File: src/rtl/alu_step_sequencer_if.sv
// rtl/alu_step_sequencer_if.sv - control bus between the step sequencer and the Mini SRC datapath
interface alu_step_sequencer_if #(
  parameter int NUM_REGS = 16
);
  logic                start;
  logic                mem_rdy;
  logic [31:0]         ir;
  logic                Pout;
  logic                MARen;
  logic                Pen;
  logic                Read;
  logic                MDRen;
  logic                MDROut;
  logic                IRen;
  logic                Yen;
  logic                ZLOen;
  logic                ZHIen;
  logic                ZLOout;
  logic                ZHIout;
  logic                HIen;
  logic                LOen;
  logic [NUM_REGS-1:0] R_out;
  logic [NUM_REGS-1:0] R_en;
  logic [4:0]          alu_control;
  logic                done;
  logic                illegal;
  logic                mem_fault;

  // Sequencer side: consumes IR / handshake, drives every strobe.
  modport master (
    input  start, mem_rdy, ir,
    output Pout, MARen, Pen, Read, MDRen, MDROut, IRen, Yen,
    output ZLOen, ZHIen, ZLOout, ZHIout, HIen, LOen,
    output R_out, R_en, alu_control, done, illegal, mem_fault
  );

  // Datapath side.
  modport slave (
    output start, mem_rdy, ir,
    input  Pout, MARen, Pen, Read, MDRen, MDROut, IRen, Yen,
    input  ZLOen, ZHIen, ZLOout, ZHIout, HIen, LOen,
    input  R_out, R_en, alu_control, done, illegal, mem_fault
  );
endinterface

File: src/rtl/alu_step_sequencer.sv
// rtl/alu_step_sequencer.sv - fetch/execute control-step sequencer for Mini SRC ALU instructions
module alu_step_sequencer #(
  parameter int         NUM_REGS    = 16,
  parameter logic [4:0] INC_OP      = 5'b11111,
  parameter int         MEM_TIMEOUT = 15
) (
  input  logic                 clk,
  input  logic                 clr,
  alu_step_sequencer_if.master bus
);

  localparam logic [3:0] S_IDLE = 4'd0;
  localparam logic [3:0] S_T0   = 4'd1;
  localparam logic [3:0] S_T1   = 4'd2;
  localparam logic [3:0] S_T1W  = 4'd3;
  localparam logic [3:0] S_T2   = 4'd4;
  localparam logic [3:0] S_T3   = 4'd5;
  localparam logic [3:0] S_T4   = 4'd6;
  localparam logic [3:0] S_T5   = 4'd7;
  localparam logic [3:0] S_T6   = 4'd8;
  localparam logic [3:0] S_ERR  = 4'd9;

  localparam int            CW        = (MEM_TIMEOUT > 1) ? $clog2(MEM_TIMEOUT + 1) : 1;
  localparam logic [CW-1:0] WAIT_LAST = CW'(MEM_TIMEOUT - 1);

  logic [3:0]    state_q, state_d;
  logic [CW-1:0] wait_q, wait_d;
  logic          illegal_q, illegal_d;
  logic          fault_q, fault_d;

  logic [4:0] op;
  logic [3:0] ra, rb, rc;
  logic       is_a, is_m, is_u, bad_dec;
  logic [3:0] after_done;
  logic       unused_ir;

  assign op        = bus.ir[31:27];
  assign ra        = bus.ir[26:23];
  assign rb        = bus.ir[22:19];
  assign rc        = bus.ir[18:15];
  assign unused_ir = ^bus.ir[14:0];

  assign is_a    = (op >= 5'd3) && (op <= 5'd11);
  assign is_m    = (op == 5'd15) || (op == 5'd16);
  assign is_u    = (op == 5'd17) || (op == 5'd18);
  // rc is only a source for the 3-register class, so only check it there.
  assign bad_dec = !(is_a || is_m || is_u)
                || (int'(ra) >= NUM_REGS) || (int'(rb) >= NUM_REGS)
                || (is_a && (int'(rc) >= NUM_REGS));

  // Holding start through the final step chains straight into the next fetch.
  assign after_done = bus.start ? S_T0 : S_IDLE;

  assign bus.illegal   = illegal_q;
  assign bus.mem_fault = fault_q;

  function automatic logic [NUM_REGS-1:0] onehot(input logic [3:0] idx);
    return NUM_REGS'(1) << idx;
  endfunction

  // State, wait counter and sticky error flags.
  always_ff @(posedge clk) begin
    if (clr) begin
      state_q   <= S_IDLE;
      wait_q    <= '0;
      illegal_q <= 1'b0;
      fault_q   <= 1'b0;
    end else begin
      state_q   <= state_d;
      wait_q    <= wait_d;
      illegal_q <= illegal_d;
      fault_q   <= fault_d;
    end
  end

  // Next-state: fetch with variable-latency read, then class-specific execute.
  always_comb begin
    state_d   = state_q;
    wait_d    = wait_q;
    illegal_d = illegal_q;
    fault_d   = fault_q;
    case (state_q)
      S_IDLE: if (bus.start) state_d = S_T0;
      S_T0:   state_d = S_T1;
      S_T1: begin
        wait_d  = '0;
        state_d = bus.mem_rdy ? S_T2 : S_T1W;
      end
      S_T1W: begin
        if (bus.mem_rdy) begin
          state_d = S_T2;
        end else if (wait_q == WAIT_LAST) begin
          state_d = S_ERR;
          fault_d = 1'b1;
        end else begin
          wait_d = wait_q + 1'b1;
        end
      end
      S_T2:   state_d = S_T3;
      S_T3: begin
        if (bad_dec) begin
          state_d   = S_ERR;
          illegal_d = 1'b1;
        end else begin
          state_d = S_T4;
        end
      end
      S_T4:   state_d = is_u ? after_done : S_T5;
      S_T5:   state_d = is_a ? after_done : S_T6;
      S_T6:   state_d = after_done;
      S_ERR:  state_d = S_ERR;
      default: state_d = S_IDLE;
    endcase
  end

  // Strobe decode; everything defaults low so IDLE/ERR drive nothing.
  always_comb begin
    bus.Pout        = 1'b0;
    bus.MARen       = 1'b0;
    bus.Pen         = 1'b0;
    bus.Read        = 1'b0;
    bus.MDRen       = 1'b0;
    bus.MDROut      = 1'b0;
    bus.IRen        = 1'b0;
    bus.Yen         = 1'b0;
    bus.ZLOen       = 1'b0;
    bus.ZHIen       = 1'b0;
    bus.ZLOout      = 1'b0;
    bus.ZHIout      = 1'b0;
    bus.HIen        = 1'b0;
    bus.LOen        = 1'b0;
    bus.R_out       = '0;
    bus.R_en        = '0;
    bus.alu_control = 5'd0;
    bus.done        = 1'b0;
    case (state_q)
      S_T0: begin
        bus.Pout        = 1'b1;
        bus.MARen       = 1'b1;
        bus.ZLOen       = 1'b1;
        bus.alu_control = INC_OP;
      end
      S_T1: begin
        bus.ZLOout = 1'b1;
        bus.Pen    = 1'b1;
        bus.Read   = 1'b1;
        bus.MDRen  = bus.mem_rdy;
      end
      S_T1W: begin
        bus.Read  = 1'b1;
        bus.MDRen = bus.mem_rdy;
      end
      S_T2: begin
        bus.MDROut = 1'b1;
        bus.IRen   = 1'b1;
      end
      S_T3: begin
        if (!bad_dec) begin
          if (is_u) begin
            bus.R_out       = onehot(rb);
            bus.ZLOen       = 1'b1;
            bus.alu_control = op;
          end else begin
            bus.R_out = onehot(is_m ? ra : rb);
            bus.Yen   = 1'b1;
          end
        end
      end
      S_T4: begin
        if (is_u) begin
          bus.ZLOout = 1'b1;
          bus.R_en   = onehot(ra);
          bus.done   = 1'b1;
        end else begin
          bus.R_out       = onehot(is_m ? rb : rc);
          bus.alu_control = op;
          bus.ZLOen       = 1'b1;
          bus.ZHIen       = is_m;
        end
      end
      S_T5: begin
        bus.ZLOout = 1'b1;
        if (is_a) begin
          bus.R_en = onehot(ra);
          bus.done = 1'b1;
        end else begin
          bus.LOen = 1'b1;
        end
      end
      S_T6: begin
        bus.ZHIout = 1'b1;
        bus.HIen   = 1'b1;
        bus.done   = 1'b1;
      end
      default: ;
    endcase
  end

endmodule

File: src/flat_wrapper.sv
// flat-port wrapper written by rule: the top's interface ports become plain ports
module alu_step_sequencer_flat 
#(
  parameter int         NUM_REGS    = 16,
  parameter logic [4:0] INC_OP      = 5'b11111,
  parameter int         MEM_TIMEOUT = 15
)
  (clk, clr, bus_start, bus_mem_rdy, bus_ir, bus_Pout, bus_MARen, bus_Pen, bus_Read, bus_MDRen, bus_MDROut, bus_IRen, bus_Yen, bus_ZLOen, bus_ZHIen, bus_ZLOout, bus_ZHIout, bus_HIen, bus_LOen, bus_R_out, bus_R_en, bus_alu_control, bus_done, bus_illegal, bus_mem_fault);
  alu_step_sequencer_if #(.NUM_REGS(NUM_REGS)) bus_i ();
  input  logic clk;
  input  logic clr;
  input wire logic [$bits(bus_i.start)-1:0] bus_start;
  input wire logic [$bits(bus_i.mem_rdy)-1:0] bus_mem_rdy;
  input wire logic [$bits(bus_i.ir)-1:0] bus_ir;
  output wire logic [$bits(bus_i.Pout)-1:0] bus_Pout;
  output wire logic [$bits(bus_i.MARen)-1:0] bus_MARen;
  output wire logic [$bits(bus_i.Pen)-1:0] bus_Pen;
  output wire logic [$bits(bus_i.Read)-1:0] bus_Read;
  output wire logic [$bits(bus_i.MDRen)-1:0] bus_MDRen;
  output wire logic [$bits(bus_i.MDROut)-1:0] bus_MDROut;
  output wire logic [$bits(bus_i.IRen)-1:0] bus_IRen;
  output wire logic [$bits(bus_i.Yen)-1:0] bus_Yen;
  output wire logic [$bits(bus_i.ZLOen)-1:0] bus_ZLOen;
  output wire logic [$bits(bus_i.ZHIen)-1:0] bus_ZHIen;
  output wire logic [$bits(bus_i.ZLOout)-1:0] bus_ZLOout;
  output wire logic [$bits(bus_i.ZHIout)-1:0] bus_ZHIout;
  output wire logic [$bits(bus_i.HIen)-1:0] bus_HIen;
  output wire logic [$bits(bus_i.LOen)-1:0] bus_LOen;
  output wire logic [$bits(bus_i.R_out)-1:0] bus_R_out;
  output wire logic [$bits(bus_i.R_en)-1:0] bus_R_en;
  output wire logic [$bits(bus_i.alu_control)-1:0] bus_alu_control;
  output wire logic [$bits(bus_i.done)-1:0] bus_done;
  output wire logic [$bits(bus_i.illegal)-1:0] bus_illegal;
  output wire logic [$bits(bus_i.mem_fault)-1:0] bus_mem_fault;
  assign bus_i.start = bus_start;
  assign bus_i.mem_rdy = bus_mem_rdy;
  assign bus_i.ir = bus_ir;
  assign bus_Pout = bus_i.Pout;
  assign bus_MARen = bus_i.MARen;
  assign bus_Pen = bus_i.Pen;
  assign bus_Read = bus_i.Read;
  assign bus_MDRen = bus_i.MDRen;
  assign bus_MDROut = bus_i.MDROut;
  assign bus_IRen = bus_i.IRen;
  assign bus_Yen = bus_i.Yen;
  assign bus_ZLOen = bus_i.ZLOen;
  assign bus_ZHIen = bus_i.ZHIen;
  assign bus_ZLOout = bus_i.ZLOout;
  assign bus_ZHIout = bus_i.ZHIout;
  assign bus_HIen = bus_i.HIen;
  assign bus_LOen = bus_i.LOen;
  assign bus_R_out = bus_i.R_out;
  assign bus_R_en = bus_i.R_en;
  assign bus_alu_control = bus_i.alu_control;
  assign bus_done = bus_i.done;
  assign bus_illegal = bus_i.illegal;
  assign bus_mem_fault = bus_i.mem_fault;
  alu_step_sequencer #(.NUM_REGS(NUM_REGS), .INC_OP(INC_OP), .MEM_TIMEOUT(MEM_TIMEOUT)) u_core (.clk(clk), .clr(clr), .bus(bus_i));
endmodule
File: config.mk
export PLATFORM = sky130hd
export DESIGN_NAME = alu_step_sequencer_flat
export DESIGN_NICKNAME = d
export VERILOG_FILES = /design/src/rtl/alu_step_sequencer_if.sv /design/src/rtl/alu_step_sequencer.sv /design/src/flat_wrapper.sv
export SDC_FILE = /design/constraint.sdc
export NUM_CORES = 1
export LEC_CHECK = 0
export CAP_MARGIN = 20
export CORE_MARGIN = 2
export CORE_UTILIZATION = 42
export DETAILED_ROUTE_END_ITERATION = 7
export GPL_ROUTABILITY_DRIVEN = 0
export PLACE_DENSITY = 0.87
export SYNTH_ARGS = -nofsm -noshare
export SYNTH_HDL_FRONTEND = slang
export SYNTH_SLANG_ARGS = --single-unit
File: constraint.sdc
create_clock -name clk -period 4.05 [get_ports clk]
set_clock_uncertainty 0.15 [all_clocks]
set_input_delay 0.6075 -clock clk [delete_from_list [all_inputs] [get_ports clk]]
set_output_delay 0.6075 -clock clk [all_outputs]
set_load 0.02 [all_outputs]
Yosys cells after proc, flatten, opt, wreduce, memory -nomap -nowiden
Cells that the tools add are included.
Widths: inputs -> output; s select.

word-level totals
  memory bits (read-only) = 0
  bits in latches = 0
  memories kept = 0
  RAM bits = 0
  input bits = 36
  flip-flop bits (word level) = 10

cells by class
  order comparisons = 2
  eq/ne operators = 18
  muxes and demuxes = 44
  $mul = 0
  bitwise logic cells = 2
  add/sub/neg operators = 1
  div/mod/pow operators = 0
  shift-type cells = 4
  reduce and logical (&&, ||, !) cells = 13

operator list
  operator              number
  $mux 16               5
  $pmux 16 s2           2
  $shl 1x4->16 const A  4
  $mux 4                10
  $pmux 4 s10           1
  $mux 1                17
  $eq 4x3->1 const B    4
  $eq 5x5->1 const B    3
  $mux 5                3
  $pmux 5 s3            1
  $eq 4x4->1 const B    3
  $eq 4x2->1 const B    2
  $pmux 4 s2            1
  $ne 2x2->1 const B    3
  $pmux 1 s3            2
  $reduce_and 3->1      2
  $eq 5x4->1 const B    1
  $ge 5x2->1 const B    1
  $le 5x4->1 const B    1
  $add 4x1->4 const B   1
  $eq 4x1->1 const B    1
  $logic_not 4->1       1
  $logic_or 1x1->1      4
  $reduce_and 2->1      2
  other kinds (7)       9

Longest topological paths before layout
  word-level depth = 7
  mapped depth = 7

Least setup slack after synthesis
Ideal clock, no wire load.

  path type = input to output
  start = in bus_ir[30]
  end = out bus_R_en[10]
  slack = 0.980 ns
  required time = 3.293 ns
  stages = 7
  buffers on the path = 2
  arrival = 2.312 ns
  cell sequence = buf_2 or3b_1 o32a_1 o32ai_1 nand3_2 buf_2 nor3_1

on the way
  word-level cells in the longest chain between the ends = 4
  elaborated cells on any way between the ends = 9

ends and longest elaborated chain
  item                                                   line                                                  source
  from (decl)                                            flat_wrapper.sv:14                                    input wire logic [$bits(bus_i.ir)-1:0] bus_ir;
  $ge 5x2->1 (tied with other cells)                     alu_step_sequencer.sv:43                              assign is_a = (op >= 5'd3) && (op <= 5'd11);
  $logic_and 1x1->1 or $logic_or 1x1->1 (tied branches)  alu_step_sequencer.sv:43, alu_step_sequencer.sv:45
  $mux 16, on equally long branches                      alu_step_sequencer.sv:183, alu_step_sequencer.sv:170
  $pmux 16 s2 (*)                                        alu_step_sequencer.sv:136                             case (state_q)
  to (decl)                                              flat_wrapper.sv:30                                    output wire logic [$bits(bus_i.R_en)-1:0] bus_R_en;

Every way passes the cells marked *; elsewhere a longest branch is shown, timed or not.

Worst setup path after layout
  start = in bus_ir[30]
  end = out bus_R_en[4]

Same word-level chain as after synthesis.

==> impl_metrics.env <==
export IMPL_reg2reg_slack_ns=2.00
export IMPL_crit_path_end="bus_R_en[4]"
export IMPL_io_pins=90
export IMPL_final_nets=341
export IMPL_cap_violations=0
export IMPL_io_buffers=74
export IMPL_ant_nets=0
export IMPL_syn_area_per_cell_sq_um=6.71
export IMPL_coreArea_sq_um=3630
export IMPL_syn_to_final_growth_pct=55.1
export IMPL_worstPathArrival_ns=3.15
export IMPL_crit_required_ns=3.29
export IMPL_tightestPinTransition_ns=0.705
export IMPL_numPlacedInstances=345
export IMPL_synth_cell_types=55
export IMPL_grt_start_max_net_pins=19
export IMPL_crit_cells=9
export IMPL_setup_viol=0
export IMPL_power_leakage_uw=0.00109
export IMPL_synthFlopType="dfxtp_1"
export IMPL_clk_pin_slew_worst_paths_ns=0.05
export IMPL_track_usage=0.238
export IMPL_fp_dieH_um=65.3
export IMPL_outcome="completed"
export IMPL_timing_hold_ws_ns=0.322
export IMPL_clk_latency_ns=0.24
export IMPL_cts_hold_buf=0
export IMPL_max_slew_margin=0.528
export IMPL_power_density_nw_per_um2=249
export IMPL_die_area_sq_um=4260
export IMPL_grt_pass1_wl_um=8330
export IMPL_ys_seq_elements=10
export IMPL_path_max_fanout=16
export IMPL_crit_buf_inv=4
export IMPL_cts_tree="built"
export IMPL_wl_per_cell_um=14.9
export IMPL_diodes=0
export IMPL_synth_top_area_frac=0.127
export IMPL_cpPeakStageDelay_ns=0.63
export IMPL_synth_commonest_cells="nor3_1 (24), nor2_1 (21), o22ai_1 (17), nand2_1 (14)"
export IMPL_yosysWarnings=0
export IMPL_reg2reg_from="u_core.state_q[1]"
export IMPL_worst_r2r_path_depth=4
export IMPL_final_hold_violation_count=0
export IMPL_numCtsBuffers=3
export IMPL_slew_violations=0
export IMPL_rsz0062_at_grt="no"
export IMPL_yosysMostFrequentCell="nor3_1"
export IMPL_peakVddDrop_mv=0.343
export IMPL_async_flop_share=0
export IMPL_min_period_ns=3.91
export IMPL_crit_type="primary input to output port"
export IMPL_worstSetupStartpointType="primary input"
export IMPL_synthCells=235
export IMPL_synth_edf_count=0
export IMPL_hp_class="flop to flop"
export IMPL_drtIter0Drc=277
export IMPL_max_freq_mhz=256
export IMPL_via_count=2098
export IMPL_drive_gt1_frac=0.126
export IMPL_finalNonFillerCells=350
export IMPL_overflow=0
export IMPL_cts_sinks=10
export IMPL_first_global_vias=1893
export IMPL_synthTopCellsByArea="dfxtp_1 (13%), nor3_1 (7.6%), o22ai_1 (6.7%), nor2_1 (5.0%), a21oi_1 (3.8%)"
export IMPL_viasPerCell=5.99
export IMPL_finalPower_uw=609
export IMPL_critical_path_startpoint="bus_ir[30]"
export IMPL_worstReg2RegEnd="u_core.wait_q[0]"
export IMPL_synth_area_sq_um=1580
export IMPL_h_tree_depth=1
export IMPL_utilization=0.673
export IMPL_cts_buffer_depth=2
export IMPL_place_hpwl_um=3860
export IMPL_period_share=0.964
export IMPL_cp_slowest_cell="clkdlybuf4s50_1"
export IMPL_rows=22
export IMPL_path_cells="clkdlybuf4s50_1 > buf_4 > or3b_1 > o32a_1 > o32ai_1 > nand3_2 > buf_4 > nor3_1 > clkdlybuf4s50_1"
export IMPL_tns_ns=0
export IMPL_ys_seq_area_frac=0.127
export IMPL_die_x_um=65.3
export IMPL_first_pass_iters=5
export IMPL_endpoint_kind="output port"
export IMPL_routed_wirelength_um=5230
export IMPL_root_buffer="clkbuf_8"
export IMPL_start_util=0.434
export IMPL_drcViolationCount=0
export IMPL_cp_top_family="buffers and inverters"
export IMPL_synth_top_area_cell="dfxtp_1"
export IMPL_syn_nets=273
export IMPL_grt_antenna_before_repair=0
[flip-flops by register name (all words and copies together) (netlist names)]
signal and count:
u_core.state_q 4, u_core.wait_q 4, u_core.bus.illegal 1, u_core.bus.mem_fault 1
[placed cells by master, fill, tap and decap left out, types with 11 or more instances in the layout]
cell | netlist | final
a21oi_1 | 12 | 11
buf_4 | 5 | 11
dlymetal6s2s_1 | 0 | 15
nand2_1 | 14 | 14
nor2_1 | 21 | 21
clkdlybuf4s50_1 | 0 | 59
o21ai_1 | 12 | 11
nor3_1 | 24 | 24
o22ai_1 | 17 | 17
[power by group]
group	leakage (uW)	internal (uW)	switching, uW
clock network	0.0000288	85.4	39.5
registers	0.0000812	110	24.8
logic	0.000976	157	192
total	0.00109	353	256
[area by class of cell]
class	instances	area, sq um
multi-input cells	193	1230
fillers	317	1190
repair buffers	85	861
clock buffers	4	55.1
well taps	48	60.1
flip-flops and latches	10	200
inverters	10	37.5
[what timing repair did]
item / 4_1_cts / 5_1_grt
setup endpoints to repair: 2 / 22
pin swaps: 1 / 0
gates resized for setup: 0 / 19
buffers inserted: 1 / 0
[worst register-to-register path, cell delays in order, from the launching register on]
cell	delay, ns
dfxtp_1	0.58
or3b_2	0.58
nor3_1	0.39
xnor2_1	0.17
nor2_1	0.05
[per-stage QoR]
stage,setup slack (ns),area [sq um]
floorplan,0.980,1580
global placement,0.0695,2320
detailed placement,-0.0189,2320
CTS,0.0604,2390
global route,0.0144,2440
finish,0.145,2440
[cells by family after synthesis]
logic type                 after synthesis  share of synthesized area
AOI/OAI and AO/OA                       75                      0.321
xor gates and xnor gates                 4                     0.0222
adders and majority gates                2                     0.0159
buffers and inverters                   32                      0.106
DFF                                     10                      0.127
muxes                                    1                    0.00635
and+or+nand+nor                        111                      0.402
[metal layers]
| layer | routed length [um] | track usage | part of all wire |
|---|---|---|---|
| met5 | 0 | 0 | 0 |
| met4 | 36 | 0.0443 | 0.0069 |
| met3 | 424 | 0.0257 | 0.081 |
| met2 | 2550 | 0.436 | 0.49 |
| met1 | 2220 | 0.302 | 0.43 |
[worst min-delay path by stage]
stage	from	endpoint	cells after the start
floorplan	u_core.wait_q[3]	u_core.wait_q[3]	2
global placement	u_core.bus.illegal	u_core.bus.illegal	2
detailed placement	u_core.bus.illegal	u_core.bus.illegal	2
CTS	u_core.bus.illegal	u_core.bus.illegal	2
global route	u_core.bus.illegal	u_core.bus.illegal	2
finish	u_core.bus.illegal	u_core.bus.illegal	2
Power figures use the tool's default switching activity.
